**config.mk**
```make
export PLATFORM = sky130hd
export DESIGN_NAME = uart_rx
export DESIGN_NICKNAME = d
export VERILOG_FILES = /design/src/rtl/uart_rx.sv
export SDC_FILE = /design/constraint.sdc
export NUM_CORES = 1
export LEC_CHECK = 0
export CORE_MARGIN = 5
export CORE_UTILIZATION = 50
export DETAILED_ROUTE_END_ITERATION = 10
export PLACE_DENSITY = 0.71
export SKIP_CTS_REPAIR_TIMING = 1
export SYNTH_ARGS = -nofsm -noshare
export SYNTH_HDL_FRONTEND = slang
export SYNTH_SLANG_ARGS = --single-unit
```
**constraint.sdc**
```tcl
create_clock -name clk -period 2 [get_ports clk]
set_clock_uncertainty 0.1 [all_clocks]
set_input_delay 0.6 -clock clk [delete_from_list [all_inputs] [get_ports clk]]
set_output_delay 0.6 -clock clk [all_outputs]
set_load 0.01 [all_outputs]
```
**src/rtl/uart_rx.sv**
```systemverilog
// uart_rx: 8N1 serial receiver. 16x oversampling, mid-bit start validation,
// 3-sample majority per bit, stop-bit check, valid/ready byte output with
// framing-error and overrun pulses.
module uart_rx #(
   parameter int CLK_HZ = 50_000_000,
   parameter int BAUD   = 115200,
   parameter int OS     = 16
) (
   input  logic       clk,
   input  logic       rst,
   input  logic       rx,
   input  logic       rx_ready,
   output logic [7:0] rx_data,
   output logic       rx_valid,
   output logic       busy,
   output logic       frame_err,
   output logic       overrun
);

   localparam int DIV = CLK_HZ / (BAUD * OS);
   localparam int DW  = (DIV > 2) ? $clog2(DIV) : 1;

   generate
      if (OS != 16) begin : g_os_chk
         $error("uart_rx: OS must be 16");
      end
      if (DIV < 2) begin : g_div_chk
         $error("uart_rx: CLK_HZ/(BAUD*OS) must be at least 2");
      end
   endgenerate

   typedef enum logic [1:0] {IDLE, START, DATA, STOP} state_t;

   state_t          state, state_nxt;
   logic [1:0]      sync;
   logic            rx_s;
   logic [DW-1:0]   div_cnt;
   logic            tick;
   logic [3:0]      os_cnt;
   logic [2:0]      bit_cnt;
   logic [2:0]      samp;
   logic            s9, maj;
   logic [7:0]      shreg;
   logic            armed;
   logic            bit_done, stop_eval, good_done, bad_done, load, drop;

   assign rx_s = sync[1];
   assign tick = (div_cnt == DW'(DIV - 1));

   // The third sample is still being taken when STOP is judged at os_cnt=9,
   // so use the live line value there instead of the stored one.
   assign s9  = (os_cnt == 4'd9) ? rx_s : samp[2];
   assign maj = (samp[0] & samp[1]) | (samp[0] & s9) | (samp[1] & s9);

   // Two-flop synchroniser for the asynchronous line; idles high.
   always_ff @(posedge clk) begin
      if (rst) sync <= 2'b11;
      else     sync <= {sync[0], rx};
   end

   // Free-running oversample tick divider.
   always_ff @(posedge clk) begin
      if (rst)       div_cnt <= '0;
      else if (tick) div_cnt <= '0;
      else           div_cnt <= div_cnt + DW'(1);
   end

   // State register; busy is registered alongside the state.
   always_ff @(posedge clk) begin
      if (rst) begin
         state <= IDLE;
         busy  <= 1'b0;
      end else begin
         state <= state_nxt;
         busy  <= (state_nxt != IDLE);
      end
   end

   // Next-state logic; all transitions happen on oversample ticks.
   always_comb begin
      state_nxt = state;
      if (tick) begin
         case (state)
            IDLE:    if (armed && !rx_s) state_nxt = START;
            START:   if (os_cnt == 4'd7 && rx_s) state_nxt = IDLE;
                     else if (os_cnt == 4'd15)   state_nxt = DATA;
            DATA:    if (os_cnt == 4'd15 && bit_cnt == 3'd7) state_nxt = STOP;
            STOP:    if (os_cnt == 4'd9) state_nxt = IDLE;
            default: state_nxt = IDLE;
         endcase
      end
   end

   // Control strobes derived from state, counters and the handshake.
   always_comb begin
      bit_done  = tick && (state == DATA) && (os_cnt == 4'd15);
      stop_eval = tick && (state == STOP) && (os_cnt == 4'd9);
      good_done = stop_eval && maj;
      bad_done  = stop_eval && !maj;
      load      = good_done && (!rx_valid || rx_ready);
      drop      = good_done && rx_valid && !rx_ready;
   end

   // Frame datapath: oversample/bit counters, majority samples, shifter, arm.
   always_ff @(posedge clk) begin
      if (rst) begin
         os_cnt  <= 4'd0;
         bit_cnt <= 3'd0;
         samp    <= 3'b000;
         shreg   <= 8'h00;
         armed   <= 1'b1;
      end else begin
         if (state_nxt != state)          os_cnt <= 4'd0;
         else if (tick && state != IDLE)  os_cnt <= os_cnt + 4'd1;

         if (tick) begin
            case (os_cnt)
               4'd7:    samp[0] <= rx_s;
               4'd8:    samp[1] <= rx_s;
               4'd9:    samp[2] <= rx_s;
               default: ;
            endcase
         end

         if (state == START && state_nxt == DATA) bit_cnt <= 3'd0;
         else if (bit_done)                       bit_cnt <= bit_cnt + 3'd1;

         if (bit_done) shreg <= {maj, shreg[7:1]};

         // A bad stop bit disarms start detection until the line goes high,
         // so a break is not seen as a stream of frames.
         if (tick && state == IDLE && rx_s) armed <= 1'b1;
         else if (bad_done)                 armed <= 1'b0;
      end
   end

   // Output holding register and one-cycle error pulses.
   always_ff @(posedge clk) begin
      if (rst) begin
         rx_data   <= 8'h00;
         rx_valid  <= 1'b0;
         frame_err <= 1'b0;
         overrun   <= 1'b0;
      end else begin
         frame_err <= bad_done;
         overrun   <= drop;
         if (load) begin
            rx_data  <= shreg;
            rx_valid <= 1'b1;
         end else if (rx_valid && rx_ready) begin
            rx_valid <= 1'b0;
         end
      end
   end

endmodule

```
Yosys cells after proc, flatten, opt, wreduce, memory -nomap -nowiden
Index checks and enable logic that the tools add are counted.
{"block": "word_totals", "reg_bits": 40, "inputBits": 4, "output_inout_bits": 12, "wordCells": 76}
{"block": "op_classes", "addsub": 3, "n_eq_ne": 11, "muxes": 10, "bitwise_logic": 5, "n_reduce_logical": 32}
{"op": "1-bit logical AND", "n": 17}
{"op": "4-bit equality test (second input constant)", "n": 3}
{"op": "2-bit two-way mux", "n": 6}
{"op": "2-bit one-hot mux with 4 select lines", "n": 1}
{"op": "2-bit OR reduction", "n": 4}
{"op": "2-bit equality test (second input constant)", "n": 3}
{"op": "2-bit nonzero test", "n": 3}
{"op": "5-bit by 1-bit adder with 5-bit output (second input constant)", "n": 1}
{"op": "5-bit equality test (second input constant)", "n": 1}
{"op": "4-bit by 1-bit adder with 4-bit output (second input constant)", "n": 1}
{"op": "4-bit by 3-bit equality test with 1-bit output (second input constant)", "n": 1}
{"op": "1-bit zero test", "n": 4}
{"op": "2-bit AND reduction", "n": 2}
{"op": "3-bit by 1-bit adder with 3-bit output (second input constant)", "n": 1}
{"op": "1-bit AND", "n": 3}
{"op": "3-bit equality test (second input constant)", "n": 1}
{"op": "1-bit two-way mux", "n": 3}
{"op": "2-bit by 1-bit equality test with 1-bit output (second input constant)", "n": 1}
{"op": "2-bit zero test", "n": 1}
{"op": "2-bit != test", "n": 1}
{"op": "1-bit OR", "n": 2}
{"op": "1-bit logical OR", "n": 1}

Longest topological paths before layout
Gate-level depths: netlist of run 1.
{"block": "logic_depth", "ltp_word": 8, "ltp_mapped": 7, "mapped_depth_nobuf": 6}

Worst setup path before layout of run 1
No wires, ideal clock.
{"block": "synth_timing", "path_type": "register -> register", "startpoint": "register div_cnt[0]", "endpoint": "register shreg[0]", "setup_time_ps": 129, "arrival_ps": 1536, "required_time_ps": 1771, "path_slack_ps": 235, "path_stages_with_launch": 8, "path_buffers": 1, "synth_period_minus_slack_ps": 1765, "path_cell_list": "dfxtp_1 > inv_1 > ha_1 > nand4b_2 > nor4_4 > buf_6 > mux2i_1 > nor2_1"}
{"block": "synth_via", "elab_chain_len": 3}
{"item": "start: declaration", "line": "37", "text": "logic [DW-1:0] div_cnt;"}
{"item": "start signal: assignment", "line": "65", "text": "else div_cnt <= div_cnt + DW'(1);"}
{"item": "5-bit equality test", "line": "48", "text": "assign tick = (div_cnt == DW'(DIV - 1));"}
{"item": "1-bit logical AND (2 in series)", "line": "96", "text": "bit_done = tick && (state == DATA) && (os_cnt == 4'd15);"}
{"item": "end signal: assignment", "line": "128", "text": "if (bit_done) shreg <= {maj, shreg[7:1]};"}
{"item": "end: declaration", "line": "43", "text": "logic [7:0] shreg;"}
No other way between the ends.
A chain may end at the register's enable or synchronous reset.

Worst setup path after layout of run 1
{"block": "layout_timing", "startpoint": "register rx_data[7]", "endpoint": "output port rx_data[7]"}
{"item": "start: declaration", "line": "13", "text": "output logic [7:0] rx_data,"}
{"item": "start signal: assignment", "line": "148", "text": "rx_data <= shreg;"}
No word-level cell between the ends.

==> qor.csv, run 1 <==
metric;value;unit
Final setup viols;0;
flops & latches, synth;40;
Lkg Pwr;0.778;nW
Post-DP HPWL;2.58;mm
Mapped Cells;183;
Post-Syn Area;1840;sq um
pre-CTS setup slack;-0.0479;ns
hold_ws;0.310;ns
Synth async-reset ratio;0;%
syn nets;194;
Core ar.;3610;sq um
Die ar.;4990;sq um
Seq/Total Area, Yosys;43.6;%
Final Non-Filler Cells;254;
Adder-Cell Fraction of Synth Area;5.31;%
htree depth;2;
I/O Buffers;15;
first-pass iteration count of the detailed router;4;
GR Overflow Total;0;
fin util;61.3;%
Tot Pwr;1.41;mW
Post-synth EDFFs;0;
Tmin final;1.90;ns
Fmax;527;MHz
synthesis warning total;0;
I/O Pins;16;
Initial DRC Count;96;
Max FO, Critical Path;2;
post-synth top area share;43.6;%
TritonCTS Buffers;5;
relative slew slack;77.8;%
status;completed;
Antenna Violating Nets Remaining;0;
CP required;1.30;ns
largest family of logic cells by synthesized area;simple AND/OR/NAND/NOR gates;
Routed WL;3.34;mm
post-synthesis simple-gate area fraction;24.7;%
crit path buf inv count;1;
final worst slack;0.103;ns
synth top area cells;dfxtp_1 44%, mux2i_1 11%, nand2b_1 6.1%, ha_1 4.8%, nor3_1 3.5%;
largest net degree at the start of global routing;21;
vias;1342;
max incr delay on CP;0.55;ns
GP Congestion;0.867;
Slowest cell on crit path;clkdlybuf4s50_1;
dominant cell type by area after synthesis;dfxtp_1;
CTS Root Cell;clkbuf_8;
Pins Over Slew Limit;0;
mux contribution to synthesized area;12.7;%
wire length per cell;13.1;um
clock slew at reported path FFs;0.07;ns
Fill cells;293;
PD cells;638;nW/um^2
die width;70.6;um
crit-path cells;clkdlybuf4s50_1;
final hold vios;0;
placed cells;247;
CP startpoint kind;flip-flop;
# rows;22;
CTS Buffer Depth;2;
syn_area_per_cell;10.0;sq um
HP Class;reg2reg;
CTS sink cnt;40;
number of global-route vias before repair;1287;
Post-synth top flop;dfxtp_1;
unrepaired setup endpoints after global routing;false;
Critical Path End Type;output port;
Yosys cell types;42;
Final period util;94.8;%
Synth Area in XOR/XNOR;2.86;%
maximum resistive drop on vdd;0.490;mV
Die Height;70.6;um
complex-gate fraction of the synthesized area;6.47;%
area delta synth->final;20.4;%
share of cells above drive strength 1;16.5;%
CTS tree;done;
Final nets;217;
Antenna Cells;0;
first-pass GRT wire length;5.90;mm
post-DR vias/cell;5.28;
Initial Util;50.9;%
Slew @ Worst Pin;0.330;ns
antenna violations before repair;0;
GRT Overall Usage;14.9;%
DR DRC count;0;
Crit Path Category;reg2out;
Max-Cap Viols;0;
CP Data Arrival Time;1.20;ns
Clk Latency, worst-skew pair;0.28;ns
CP delay by family, top;buffers and inverters;
[worst reg2reg max path, cell delays in order, from the launching register on]
cell	delay, ns
dfxtp_1	0.38
inv_1	0.08
ha_1	0.21
nand3b_1	0.20
a21oi_1	0.11
maj3_1	0.44
a211oi_2	0.23
[power by group]
part,switching (mW),internal (mW),total (mW)
Combinational,0.0223,0.0280,0.0502
Sequential,0.00709,0.803,0.810
Clock,0.243,0.307,0.550
[cells by family after synthesis]
family	Yosys count
buffers and inverters	17
XOR/XNOR	6
adder cells (fa/ha/maj)	8
flip-flops	40
AO/OA/AOI/OAI	18
multiplexers	22
AND/OR/NAND/NOR	72
[cells in the final DEF (no fill, tap or decap), types with 2 or more instances in the layout]
master and n:
xnor2_1 5, buf_4 8, clkdlybuf4s50_1 15, or2_2 3, inv_1 7, buf_12 2, ha_1 6, nor2_1 16
a21oi_1 5, o22ai_1 2, nand3b_1 2, a22oi_1 2, nand3_1 5, o21ai_0 4, clkbuf_8 7, nor3_1 13
dfxtp_1 40, nand2b_1 18, mux2i_1 21
[routing by layer]
| metal | part of all wire [%] | global-route usage (%) | routed length [um] | vias to the layer above |
|---|---|---|---|---|
| met5 | 0 | 0 | 0 | - |
| met4 | 1.0 | 6.89 | 35 | 0 |
| met3 | 5.2 | 4.26 | 173 | 2 |
| met1 | 47 | 19.3 | 1580 | 628 |
| met2 | 46 | 23.2 | 1550 | 28 |
| li1 | - | - | - | 684 |
[area by class of cell]
| cell class | count | area, sq um | area share (%) |
|---|---|---|---|
| timing repair buffer | 26 | 262 | 11.8 |
| clock buffer | 7 | 96.3 | 4.36 |
| sequential | 40 | 801 | 36.2 |
| tap | 48 | 60.1 | 2.72 |
| multi-input combinational | 126 | 966 | 43.7 |
| inverter | 7 | 26.3 | 1.19 |
[synthesized netlist by cell type (all sizes together) (2+ instances only)]
master,count
a21oi,5
a22oi,2
and4b,2
buf,4
clkbuf,6
dfxtp,40
ha,7
inv,7
mux2i,21
nand2b,18
nand3,5
nand3b,2
nand4,2
nand4b,2
nor2,17
nor3,15
o21ai,4
o22ai,2
or2,3
xnor2,5
[flip-flops by register name, indices dropped and copies added (netlist names)]
register,count
armed,1
sync,2
shreg,8
state,2
rx_data,8
div_cnt,5
samp,3
busy,1
frame_err,1
rx_valid,1
bit_cnt,3
os_cnt,4
overrun,1
[metrics by stage]
step,cell area [sq um],TNS [ns]
6_report,2210,0
2_1_floorplan,1840,0
4_1_cts,2200,0
5_1_grt,2210,0
3_5_place_dp,2100,-0.293
3_3_place_gp,2100,0
[final timing paths]
check | start | to | slack, ns | cells after the start
worst max-delay path | rx_data[7]$_SDFFE_PP0P_ | rx_data[7] | 0.10 | 1
worst min-delay path | sync[0]$_SDFF_PP1_ | sync[1]$_SDFF_PP1_ | 0.31 | 1
worst max register to register | os_cnt[1]$_SDFFE_PP0P_ | shreg[7]$_SDFFE_PP0P_ | 0.17 | 6
worst min register to register | sync[0]$_SDFF_PP1_ | sync[1]$_SDFF_PP1_ | 0.31 | 1
No activity file was read; power rests on OpenSTA's default activity.
==> inputs of run 2 (changes only) <==
--- a/config.mk
+++ b/config.mk
@@ -8,7 +8,9 @@
 export CORE_MARGIN = 5
 export CORE_UTILIZATION = 50
 export DETAILED_ROUTE_END_ITERATION = 10
+export GPL_TIMING_DRIVEN = 0
 export PLACE_DENSITY = 0.71
+export SETUP_SLACK_MARGIN = 0.1
 export SKIP_CTS_REPAIR_TIMING = 1
 export SYNTH_ARGS = -nofsm -noshare
 export SYNTH_HDL_FRONTEND = slang
==> run 2 against run 1 <==
  * Count of clock-buffer cells in the layout is 1 lower
  * Clock power is essentially flat
  * Maximum frequency increased by 1.3%
  * Combinational power grew 4.2%
  * Cell count is 3.1% higher
  * Largest power group unchanged
==> qor.csv, run 2 (same netlist as run 1, synthesis figures left out) <==
metric;value;unit
Tmin final;1.87;ns
area delta synth->final;24.0;%
post-DR vias/cell;5.53;
most frequent cells in the layout;38 x dfxtp_1, 21 x mux2i_1, 18 x nand2b_1;
HP Class;reg2reg;
Clk Latency, worst-skew pair;0.30;ns
Final period util;93.6;%
GR Overflow Total;0;
Initial DRC Count;99;
GRT Overall Usage;16.2;%
largest net degree at the start of global routing;13;
DR DRC count;0;
number of global-route vias before repair;1372;
max incr delay on CP;0.54;ns
share of cells above drive strength 1;20.6;%
relative slew slack;65.2;%
first-pass iteration count of the detailed router;4;
GP Congestion;0.864;
clock slew at reported path FFs;0.08;ns
CTS Root Cell;clkbuf_8;
Die ar.;4990;sq um
htree depth;2;
setup tns final;0;ns
Slew @ Worst Pin;0.522;ns
CP delay by family, top;buffers and inverters;
Lkg Pwr;0.921;nW
TritonCTS Buffers;5;
Final nets;224;
Slowest cell on crit path;clkdlybuf4s50_1;
Post-DP HPWL;2.73;mm
fin util;63.2;%
crit-path cells;clkdlybuf4s50_1;
unrepaired setup endpoints after global routing;true;
Die Height;70.6;um
CTS Buffer Depth;2;
CP startpoint kind;flip-flop;
most common cell after layout, fill and taps aside;dfxtp_1;
Critical Path End Type;output port;
Antenna Cells;0;
Crit Path Category;reg2out;
Initial Util;50.9;%
CP Data Arrival Time;1.17;ns
Final setup viols;0;
Max FO, Critical Path;2;
first-pass GRT wire length;6.33;mm
CTS tree;done;
CP required;1.30;ns
Max-Cap Viols;0;
crit path buf inv count;1;
Post-DP Area;2040;sq um
maximum resistive drop on vdd;0.403;mV
wire length per cell;15.2;um
I/O Buffers;14;
Tot Pwr;1.41;mW
CTS sink cnt;40;
final hold vios;0;
# rows;22;
Antenna Violating Nets Remaining;0;
largest registers;rx_data (8), shreg (8), div_cnt (5);
pre-CTS setup slack;-0.277;ns
vias;1449;
Pins Over Slew Limit;0;
PD cells;620;nW/um^2
status;completed;
I/O Pins;16;
Core ar.;3610;sq um
Fmax;534;MHz
Routed WL;3.97;mm
die width;70.6;um
antenna violations before repair;0;
final worst slack;0.129;ns
Final Instance Area;2280;sq um
[run 2: changes by cell type in the layout (fill, tap and decap cells not counted), sizes merged]
cell,previous run,this run
buf,11,13
clkbuf,7,12
clkdlybuf4s50,15,8
clkinv,0,2
dlymetal6s2s,0,6
[run 2: power by group]
part | switching [mW] | total (mW) | internal, mW
clock | 0.274 | 0.549 | 0.275
sequential | 0.00888 | 0.812 | 0.803
combinational | 0.0268 | 0.0523 | 0.0255
total | 0.309 | 1.41 | 1.10
[run 2: layer usage]
metal / share of wire, % / global-route usage, % / vias up / wire, um
met5: 0 / 0 / - / 0
met4: 2.4 / 8.35 / 0 / 94
met3: 3.8 / 4.40 / 8 / 152
met2: 53 / 28.6 / 32 / 2100
met1: 41 / 17.8 / 713 / 1630
li1: - / - / 696 / -
[run 2: cell type report]
type                    instances  area [sq um]
clock inverters                 2          10.0
inverters                       7          26.3
well taps                      48          60.1
flip-flops and latches         40           803
multi-input cells             126          1010
fillers                       309          1330
repair buffers                 23           233
clock buffers                   6          82.6
plain buffers                  10          56.3
[run 2: path summary, 6_finish.rpt]
path                           startpoint                      to  slack [ns]  cells past startpoint
hold reg to reg        sync[0]$_SDFF_PP1_      sync[1]$_SDFF_PP1_        0.31                      1
setup reg to reg  bit_cnt[0]$_SDFFE_PP0P_  os_cnt[1]$_SDFFE_PP0P_        0.19                      6
setup / recovery  rx_data[5]$_SDFFE_PP0P_              rx_data[5]        0.13                      1
hold / removal         sync[0]$_SDFF_PP1_      sync[1]$_SDFF_PP1_        0.31                      1
[run 2: per-stage QoR]
stage | std cells | hold slack (ns)
2_1_floorplan | 183 | 0.289
3_3_place_gp | 245 | 0.292
3_5_place_dp | 245 | 0.303
4_1_cts | 253 | 0.320
5_1_grt | 262 | 0.332
6_report | 262 | 0.315
